`config.mk`:
```
export PLATFORM = sky130hd
export DESIGN_NAME = instruction_fetch
export DESIGN_NICKNAME = d
export VERILOG_FILES = /design/src/rtl/instruction_fetch.sv
export SDC_FILE = /design/constraint.sdc
export NUM_CORES = 1
export LEC_CHECK = 0
export CAP_MARGIN = 0
export CORE_UTILIZATION = 43
export CTS_CLUSTER_DIAMETER = 50
export CTS_CLUSTER_SIZE = 28
export DETAILED_ROUTE_END_ITERATION = 10
export PLACE_DENSITY_LB_ADDON = 0.25
export SYNTH_ARGS = -nofsm -noshare
export SYNTH_HDL_FRONTEND = slang
export SYNTH_SLANG_ARGS = --single-unit
```
`constraint.sdc`:
```
create_clock -name clk -period 2.7 [get_ports clk]
set_input_delay 0.27 -clock clk [delete_from_list [all_inputs] [get_ports clk]]
set_output_delay 0.27 -clock clk [all_outputs]
set_load 0.005 [all_outputs]
```
`src/rtl/instruction_fetch.sv`:
```
`default_nettype none
`timescale 1ns/1ps
// ============================================================================
// Module   : instruction_fetch
// Brief    : Fetch stage with a 2-entry buffer that absorbs the 1-cycle
//            memory latency. The IFETCH_LOAD_EN macro adds a program-load
//            write path to the instruction memory.
// Revision : 1.0 - initial release
// ============================================================================
module instruction_fetch #(
    parameter logic [7:0] RESET_PC = 8'h00
) (
    input  logic        clk,
    input  logic        rst_n,
    input  logic        fetch_en,
    input  logic        redirect_valid,
    input  logic [7:0]  redirect_pc,
    output logic        out_valid,
    input  logic        out_ready,
    output logic [15:0] out_instr,
    output logic [7:0]  out_pc,
    output logic [7:0]  imem_addr,
    output logic        imem_rw_enable,
    output logic [15:0] imem_data_in,
`ifdef IFETCH_LOAD_EN
    input  logic        load_valid,
    input  logic [7:0]  load_addr,
    input  logic [15:0] load_data,
`endif
    input  logic [15:0] imem_data_out
);

    localparam logic [1:0] c_two = 2'd2;

    logic [7:0]  r_pc;
    logic        r_inflight;
    logic [7:0]  r_inflight_pc;
    logic [1:0]  r_count;
    logic        r_head;
    logic [7:0]  r_fifo_pc    [2];
    logic [15:0] r_fifo_instr [2];

    logic        w_load;
    logic        w_pop;
    logic        w_push;
    logic        w_issue;
    logic        w_tail;
    logic [1:0]  w_occupancy;

`ifdef IFETCH_LOAD_EN
    // A load cycle steals the memory port for a write.
    assign w_load         = load_valid;
    assign imem_addr      = load_valid ? load_addr : r_pc;
    assign imem_rw_enable = ~load_valid;
    assign imem_data_in   = load_valid ? load_data : 16'h0000;
`else
    assign w_load         = 1'b0;
    assign imem_addr      = r_pc;
    assign imem_rw_enable = 1'b1;
    assign imem_data_in   = 16'h0000;
`endif

    assign out_valid = (r_count != 2'd0);
    assign out_instr = out_valid ? r_fifo_instr[r_head] : 16'h0000;
    assign out_pc    = out_valid ? r_fifo_pc[r_head]    : 8'h00;

    assign w_pop       = out_valid & out_ready;
    assign w_push      = r_inflight;
    assign w_occupancy = r_count + {1'b0, r_inflight};
    // With two slots, the free slot sits at head when count is 0 or 2.
    assign w_tail      = r_head ^ r_count[0];
    // Buffered + in-flight never exceeds 2, so a push always has room.
    assign w_issue     = fetch_en & ~redirect_valid & ~w_load &
                         ((w_occupancy < c_two) | w_pop);

    always_ff @(posedge clk) begin
        if (!rst_n) begin
            r_pc          <= RESET_PC;
            r_inflight    <= 1'b0;
            r_inflight_pc <= 8'h00;
            r_count       <= 2'd0;
            r_head        <= 1'b0;
        end else if (redirect_valid) begin
            r_pc       <= redirect_pc;
            r_inflight <= 1'b0;
            r_count    <= 2'd0;
            r_head     <= 1'b0;
        end else begin
            r_inflight <= w_issue;
            if (w_issue) begin
                r_inflight_pc <= r_pc;
                r_pc          <= r_pc + 8'd1;
            end
            if (w_pop) begin
                r_head <= ~r_head;
            end
            r_count <= r_count + {1'b0, w_push} - {1'b0, w_pop};
        end
    end

    // Storage needs no reset: outputs are gated by the count.
    always_ff @(posedge clk) begin
        if (rst_n && !redirect_valid && w_push) begin
            r_fifo_pc[w_tail]    <= r_inflight_pc;
            r_fifo_instr[w_tail] <= imem_data_out;
        end
    end

endmodule
`default_nettype wire

```
==> results.py, run 1 <==
metrics = {
    "status": {
        "outcome": "finished, violations left",
        "violations": "DRC",
    },
    "worst_setup_path": {
        "setup.worst_path.class": "flip-flop to output port",
        "critPathTopFamily": "simple AND/OR/NAND/NOR gates",
        "cp.required_ns": 2.43,
        "r2r_slack_ns": 0.91,
        "worstReg2RegEnd": "r_inflight_pc[4]",
        "cp_slowest_stage_delay_ns": 0.77,
        "cp.depth": 3,
        "critPathMaxFanout": 25,
        "crit_chain": "nor2_2 > nor2_1 > clkdlybuf4s50_1",
        "r2r-start": "r_count[0]",
        "r2r_cells": 6,
        "startpoint_type": "flip-flop",
        "worstPathArrival_ns": 2.11,
        "crit_path_top_delay_cell": "nor2_2",
        "path_buf_inv": 1,
        "end_kind": "output port",
    },
    "floorplanning": {
        "core_region_area_sq_mm": 0.00649,
        "initial_core_util_pct": 45.6,
        "dieHeight_microns": 85.0,
        "rows": 29,
        "ios": 79,
        "die-area_sq_mm": 0.00722,
        "die_x_microns": 85.0,
    },
    "logic_synthesis": {
        "synth_area_leader_cell": "edfxtp_1",
        "synth_area_per_cell_sq_um": 13.2,
        "dominantRegCellSynth": "edfxtp_1",
        "ys_top_cells_by_area": "edfxtp_1 (49%), dfxtp_1 (14%), mux2i_1 (11%)",
        "synth_warnings": 0,
        "synth_edf_count": 48,
        "syn_inst": 225,
        "async_flop_share_pct": 0,
        "synth_top_cell_area_share_pct": 48.7,
        "ys_seq_area_share_pct": 62.9,
        "mappedNetlistArea_sq_mm": 0.00296,
        "synth.distinct_cells": 35,
        "ys_seq_elements": 69,
    },
    "global_route": {
        "track_usage_pct": 15.4,
        "grt_start_max_net_pins": 26,
        "first_global_vias": 1682,
        "grt_pass1_wl_microns": 8230,
        "antenna_found_initial": 0,
        "overflow": 0,
    },
    "drt": {
        "wl_microns": 5140,
        "ant_nets": 0,
        "dr_total_vias": 1832,
        "wl_per_cell_microns": 13.7,
        "drc": 8,
        "first_pass_iters": 7,
        "drtIter0Drc": 80,
        "routed_via_density": 4.89,
    },
    "cts": {
        "postCtsSetupBuffers": 0,
        "clk_pin_slew_ns": 0.07,
        "cts.repair.resized": 0,
        "cts_hold_buf": 0,
        "cts_tree": "yes",
        "cts.root.buffer_cell": "clkbuf_8",
        "numCtsBuffers": 9,
        "clock-sinks": 69,
        "htree_num_levels": 3,
        "clockBufferDepth": 2,
        "clock_latency_ns": 0.33,
    },
    "timing": {
        "fin_crit_ns": 2.38,
        "maxSlewHeadroom_pct": 34.9,
        "fin_skew_ns": 0.00692,
        "rsz0062_at_grt": "no",
        "period_share_pct": 88.0,
        "setup_ws_ns": 0.323,
        "final.setup.tns_ns": 0,
        "drv_slew": 0,
        "hold_violations": 0,
        "max_freq_mhz": 421,
        "setup_viol": 0,
        "tightest_slew_ns": 0.975,
    },
    "finish": {
        "final_common_cell": "clkdlybuf4s50_1",
        "final_cells": 375,
        "drive_gt1_share_pct": 9.73,
        "diodes": 0,
        "nFillCells": 533,
        "area_growth_pct": 27.8,
        "final_cell_mix": "clkdlybuf4s50_1 (61), edfxtp_1 (48), mux2i_1 (33)",
        "fin_nets": 324,
        "fin_area_sq_mm": 0.00378,
    },
    "hold_path": {
        "hp-class": "flip-flop to flip-flop",
        "hold_depth": 0,
        "whs_endpoint": "r_fifo_pc[0][6]",
        "hp-start": "r_inflight_pc[6]",
    },
    "placement": {
        "gp_congestion": 0.808,
        "pre_cts_slack_ns": 0.634,
        "place_inst": 359,
        "io_buffers": 61,
        "dpl_cell_area_sq_mm": 0.00361,
        "hpwl_microns": 3360,
    },
    "pwr": {
        "ir_drop_mv": 0.269,
        "p_per_area_mw_per_mm2": 540,
        "leakagePower_nw": 1.31,
    },
    "job": {
        "cap_violations": 0,
    },
}
-- final cells by class --
class | count | area, sq um | share of cell area [%]
Timing Repair Buffer | 67 | 656 | 17.3
Multi-Input combinational cell | 141 | 981 | 25.9
Tap cell | 77 | 96.3 | 2.55
Inverter | 5 | 18.8 | 0.496
Clock buffer | 11 | 141 | 3.74
Sequential cell | 69 | 1860 | 49.2
Clock inverter | 5 | 27.5 | 0.728
-- flip-flops by register name, indices dropped and copies added (netlist names), named ones only --
register / cells
imem_addr: 8
r_inflight: 1
r_inflight_pc: 8
r_head: 1
r_fifo_instr: 32
r_fifo_pc: 16
r_count: 2
-- how the worst max path moves through the flow --
stage / start / endpoint / slack (ns)
after global routing: r_count[1] / out_pc[7] / 0.12
final: r_count[1] / out_instr[7] / 0.32
after global placement: r_count[1] / out_instr[7] / 0.64
after detailed placement: r_count[1] / out_instr[8] / 0.63
after floorplan: redirect_valid / r_fifo_instr[1][0] / 0.77
after CTS: r_count[1] / out_instr[8] / 0.24
-- Yosys cell counts (2+ instances only) --
cell      instances
nor2_1           30
xnor2_1           5
a31oi_1           2
and3_1            2
conb_1            2
edfxtp_1         48
and4_1            2
xor2_1            4
nor2b_1           9
nand2_1           5
dfxtp_1          21
o21ai_0           8
a211oi_2          2
mux2i_1          33
inv_1             5
buf_4            17
buf_2             2
a21oi_1           5
ha_1              2
nand4_1           2
clkbuf_1          5
-- stage by stage --
stage               hold slack (ns)  utilization [%]  total power, mW
global route                  0.477             58.2             2.14
detailed placement            0.444             55.6             1.36
floorplan                     0.369                -             1.28
finish                        0.461             58.2             2.04
CTS                           0.465             58.2             2.07
global placement              0.438             55.6             1.36
-- cell families after synthesis --
kind of cell	synth area share, %
buffers and inverters	6.30
multiplexers	11.5
adder cells (fa/ha/maj)	0.846
flip-flops	62.9
other	0.254
AO/OA/AOI/OAI	5.67
XOR/XNOR	2.66
AND/OR/NAND/NOR	9.81
-- metal layers --
layer | wire (microns) | GRT usage [%]
met5 | 0 | 0
met4 | 44 | 7.40
met3 | 345 | 5.45
met2 | 2300 | 22.7
met1 | 2450 | 20.4
-- worst register-to-register path: stages, from the launching register on --
cell       delay (ns)
dfxtp_1          0.36
ha_1             0.27
nor2b_4          0.18
a2111oi_4        0.34
buf_4            0.26
mux2i_1          0.21
nor2b_1          0.06
-- where the power goes --
group,internal (mW),total [mW],switching [mW]
clock,0.352,0.707,0.355
combinational,0.0979,0.167,0.0695
sequential,1.15,1.17,0.0216
total,1.60,2.04,0.446
(Power assumes the default switching activity.)
==> run 2, diff against run 1 <==
--- a/config.mk
+++ b/config.mk
@@ -6,7 +6,7 @@
 export NUM_CORES = 1
 export LEC_CHECK = 0
 export CAP_MARGIN = 0
-export CORE_UTILIZATION = 43
+export CORE_UTILIZATION = 52
 export CTS_CLUSTER_DIAMETER = 50
 export CTS_CLUSTER_SIZE = 28
 export DETAILED_ROUTE_END_ITERATION = 10
==> constraint.sdc (replaced) <==
create_clock -name clk -period 2.8 [get_ports clk]
set_input_delay 0.28 -clock clk [delete_from_list [all_inputs] [get_ports clk]]
set_output_delay 0.28 -clock clk [all_outputs]
set_load 0.005 [all_outputs]
==> results.py, run 2 (synthesis results as in run 1) <==
metrics = {
    "finish": {
        "nFillCells": 424,
        "largest_reg_flops": 32,
        "diodes": 0,
        "multi_input_area_sq_um": 975,
        "drive_gt1_share_pct": 9.40,
        "final_cell_mix": "clkdlybuf4s50_1 (61), edfxtp_1 (48), mux2i_1 (33)",
        "final_common_cell": "clkdlybuf4s50_1",
        "fin_nets": 324,
        "reg_top3": "r_fifo_instr x32, r_fifo_pc x16",
        "regArea_sq_mm": 0.00186,
        "top_register": "r_fifo_instr",
        "post-route-util_pct": 69.1,
        "area_growth_pct": 28.7,
    },
    "global_route": {
        "overflow": 0,
        "antenna_found_initial": 0,
        "grt_pass1_wl_microns": 8090,
        "track_usage_pct": 18.1,
        "grt_start_max_net_pins": 26,
        "first_global_vias": 1712,
    },
    "cts": {
        "cts_hold_buf": 0,
        "postCtsSetupBuffers": 0,
        "clock_latency_ns": 0.33,
        "htree_num_levels": 3,
        "cts.root.buffer_cell": "clkbuf_8",
        "clock-sinks": 69,
        "cts.repair.resized": 0,
        "clk_pin_slew_ns": 0.07,
        "cts_tree": "yes",
        "clockBufferDepth": 2,
        "numCtsBuffers": 9,
    },
    "timing": {
        "max_freq_mhz": 417,
        "fin_crit_ns": 2.40,
        "drv_slew": 0,
        "hold_violations": 0,
        "setup_viol": 0,
        "maxSlewHeadroom_pct": 36.9,
        "final.setup.tns_ns": 0,
        "rsz0062_at_grt": "no",
        "period_share_pct": 85.6,
        "tightest_slew_ns": 0.946,
        "fin_skew_ns": 0.00677,
        "setup_ws_ns": 0.403,
    },
    "worst_setup_path": {
        "crit_path_top_delay_cell": "nor2_2",
        "critPathMaxFanout": 25,
        "cp.depth": 3,
        "cp_slowest_stage_delay_ns": 0.74,
        "cp.required_ns": 2.52,
        "startpoint": "r_count[1]",
        "startpoint_type": "flip-flop",
        "end_kind": "output port",
        "r2r_cells": 6,
        "path_buf_inv": 1,
        "crit_chain": "nor2_2 > nor2_1 > clkdlybuf4s50_1",
        "r2r-start": "r_count[0]",
        "setup.worst_path.class": "flip-flop to output port",
        "worstPathArrival_ns": 2.12,
        "critPathTopFamily": "simple AND/OR/NAND/NOR gates",
    },
    "drt": {
        "drc": 2,
        "met1_length_microns": 2170,
        "first_pass_iters": 7,
        "highest_layer": "met4",
        "wl_microns": 5040,
        "drtIter0Drc": 71,
        "ant_nets": 0,
        "route.met3.wl_microns": 247,
        "wl_met2_microns": 2540,
        "wl_per_cell_microns": 13.6,
        "dr_total_vias": 1804,
        "routed_via_density": 4.88,
    },
    "floorplanning": {
        "core_region_area_sq_mm": 0.00551,
        "rows": 27,
        "dieHeight_microns": 77.4,
        "die-area_sq_mm": 0.00600,
        "ios": 79,
        "die_x_microns": 77.4,
        "initial_core_util_pct": 53.7,
    },
    "status": {
        "outcome": "finished, violations left",
        "violations": "DRC",
    },
    "job": {
        "cap_violations": 0,
    },
    "placement": {
        "hpwl_microns": 3380,
        "io_buffers": 61,
        "pre_cts_slack_ns": 0.566,
        "gp_congestion": 0.838,
    },
    "pwr": {
        "ir_drop_mv": 0.481,
        "leakagePower_nw": 1.32,
        "p_per_area_mw_per_mm2": 557,
    },
    "hold_path": {
        "hp-start": "r_inflight_pc[6]",
        "hold_depth": 0,
        "hp-class": "flip-flop to flip-flop",
    },
}
==> run 2: worst paths after layout <==
| kind | end | slack (ns) |
|---|---|---|
| worst max-delay path | out_instr[2] | 0.40 |
| worst min-delay path | r_fifo_pc[1][6] | 0.47 |
| worst max register to register | r_inflight_pc[5] | 1.02 |
| worst min register to register | r_fifo_pc[1][6] | 0.47 |
==> run 2: through the flow <==
| stage | hold WS (ns) | power, mW | std cells | area (sq um) |
|---|---|---|---|---|
| floorplan | 0.379 | 1.23 | 240 | 3020 |
| global placement | 0.437 | 1.30 | 354 | 3600 |
| detailed placement | 0.441 | 1.31 | 354 | 3600 |
| CTS | 0.467 | 2.13 | 370 | 3810 |
| global route | 0.482 | 2.20 | 370 | 3810 |
| finish | 0.470 | 2.12 | 370 | 3810 |
==> run 2: power breakdown <==
group / switching (mW) / internal, mW
registers: 0.0213 / 1.11
logic: 0.0631 / 0.0934
clock network: 0.340 / 0.497
==> run 2: final cells by class <==
type / count / share of cell area (%)
multi-input combinational: 141 / 25.6
tap: 72 / 2.37
inverter: 5 / 0.493
clock inverter: 5 / 1.97
timing repair buffer: 67 / 17.2
clock buffer: 11 / 3.45
sequential: 69 / 48.9
==> run 2: metal layers <==
| metal | global-route usage (%) | vias to the layer above |
|---|---|---|
| li1 | - | 901 |
| met1 | 21.9 | 835 |
| met2 | 29.9 | 61 |
| met3 | 5.65 | 7 |
| met4 | 7.92 | 0 |
| met5 | 0 | - |
==> run 3, diff against run 2 <==
--- a/config.mk
+++ b/config.mk
@@ -10,6 +10,7 @@
 export CTS_CLUSTER_DIAMETER = 50
 export CTS_CLUSTER_SIZE = 28
 export DETAILED_ROUTE_END_ITERATION = 10
+export GPL_ROUTABILITY_DRIVEN = 1
 export PLACE_DENSITY_LB_ADDON = 0.25
 export SYNTH_ARGS = -nofsm -noshare
 export SYNTH_HDL_FRONTEND = slang
==> results of run 3 <==
Same layout as run 2: the final DEF is identical, and so are final timing and power.
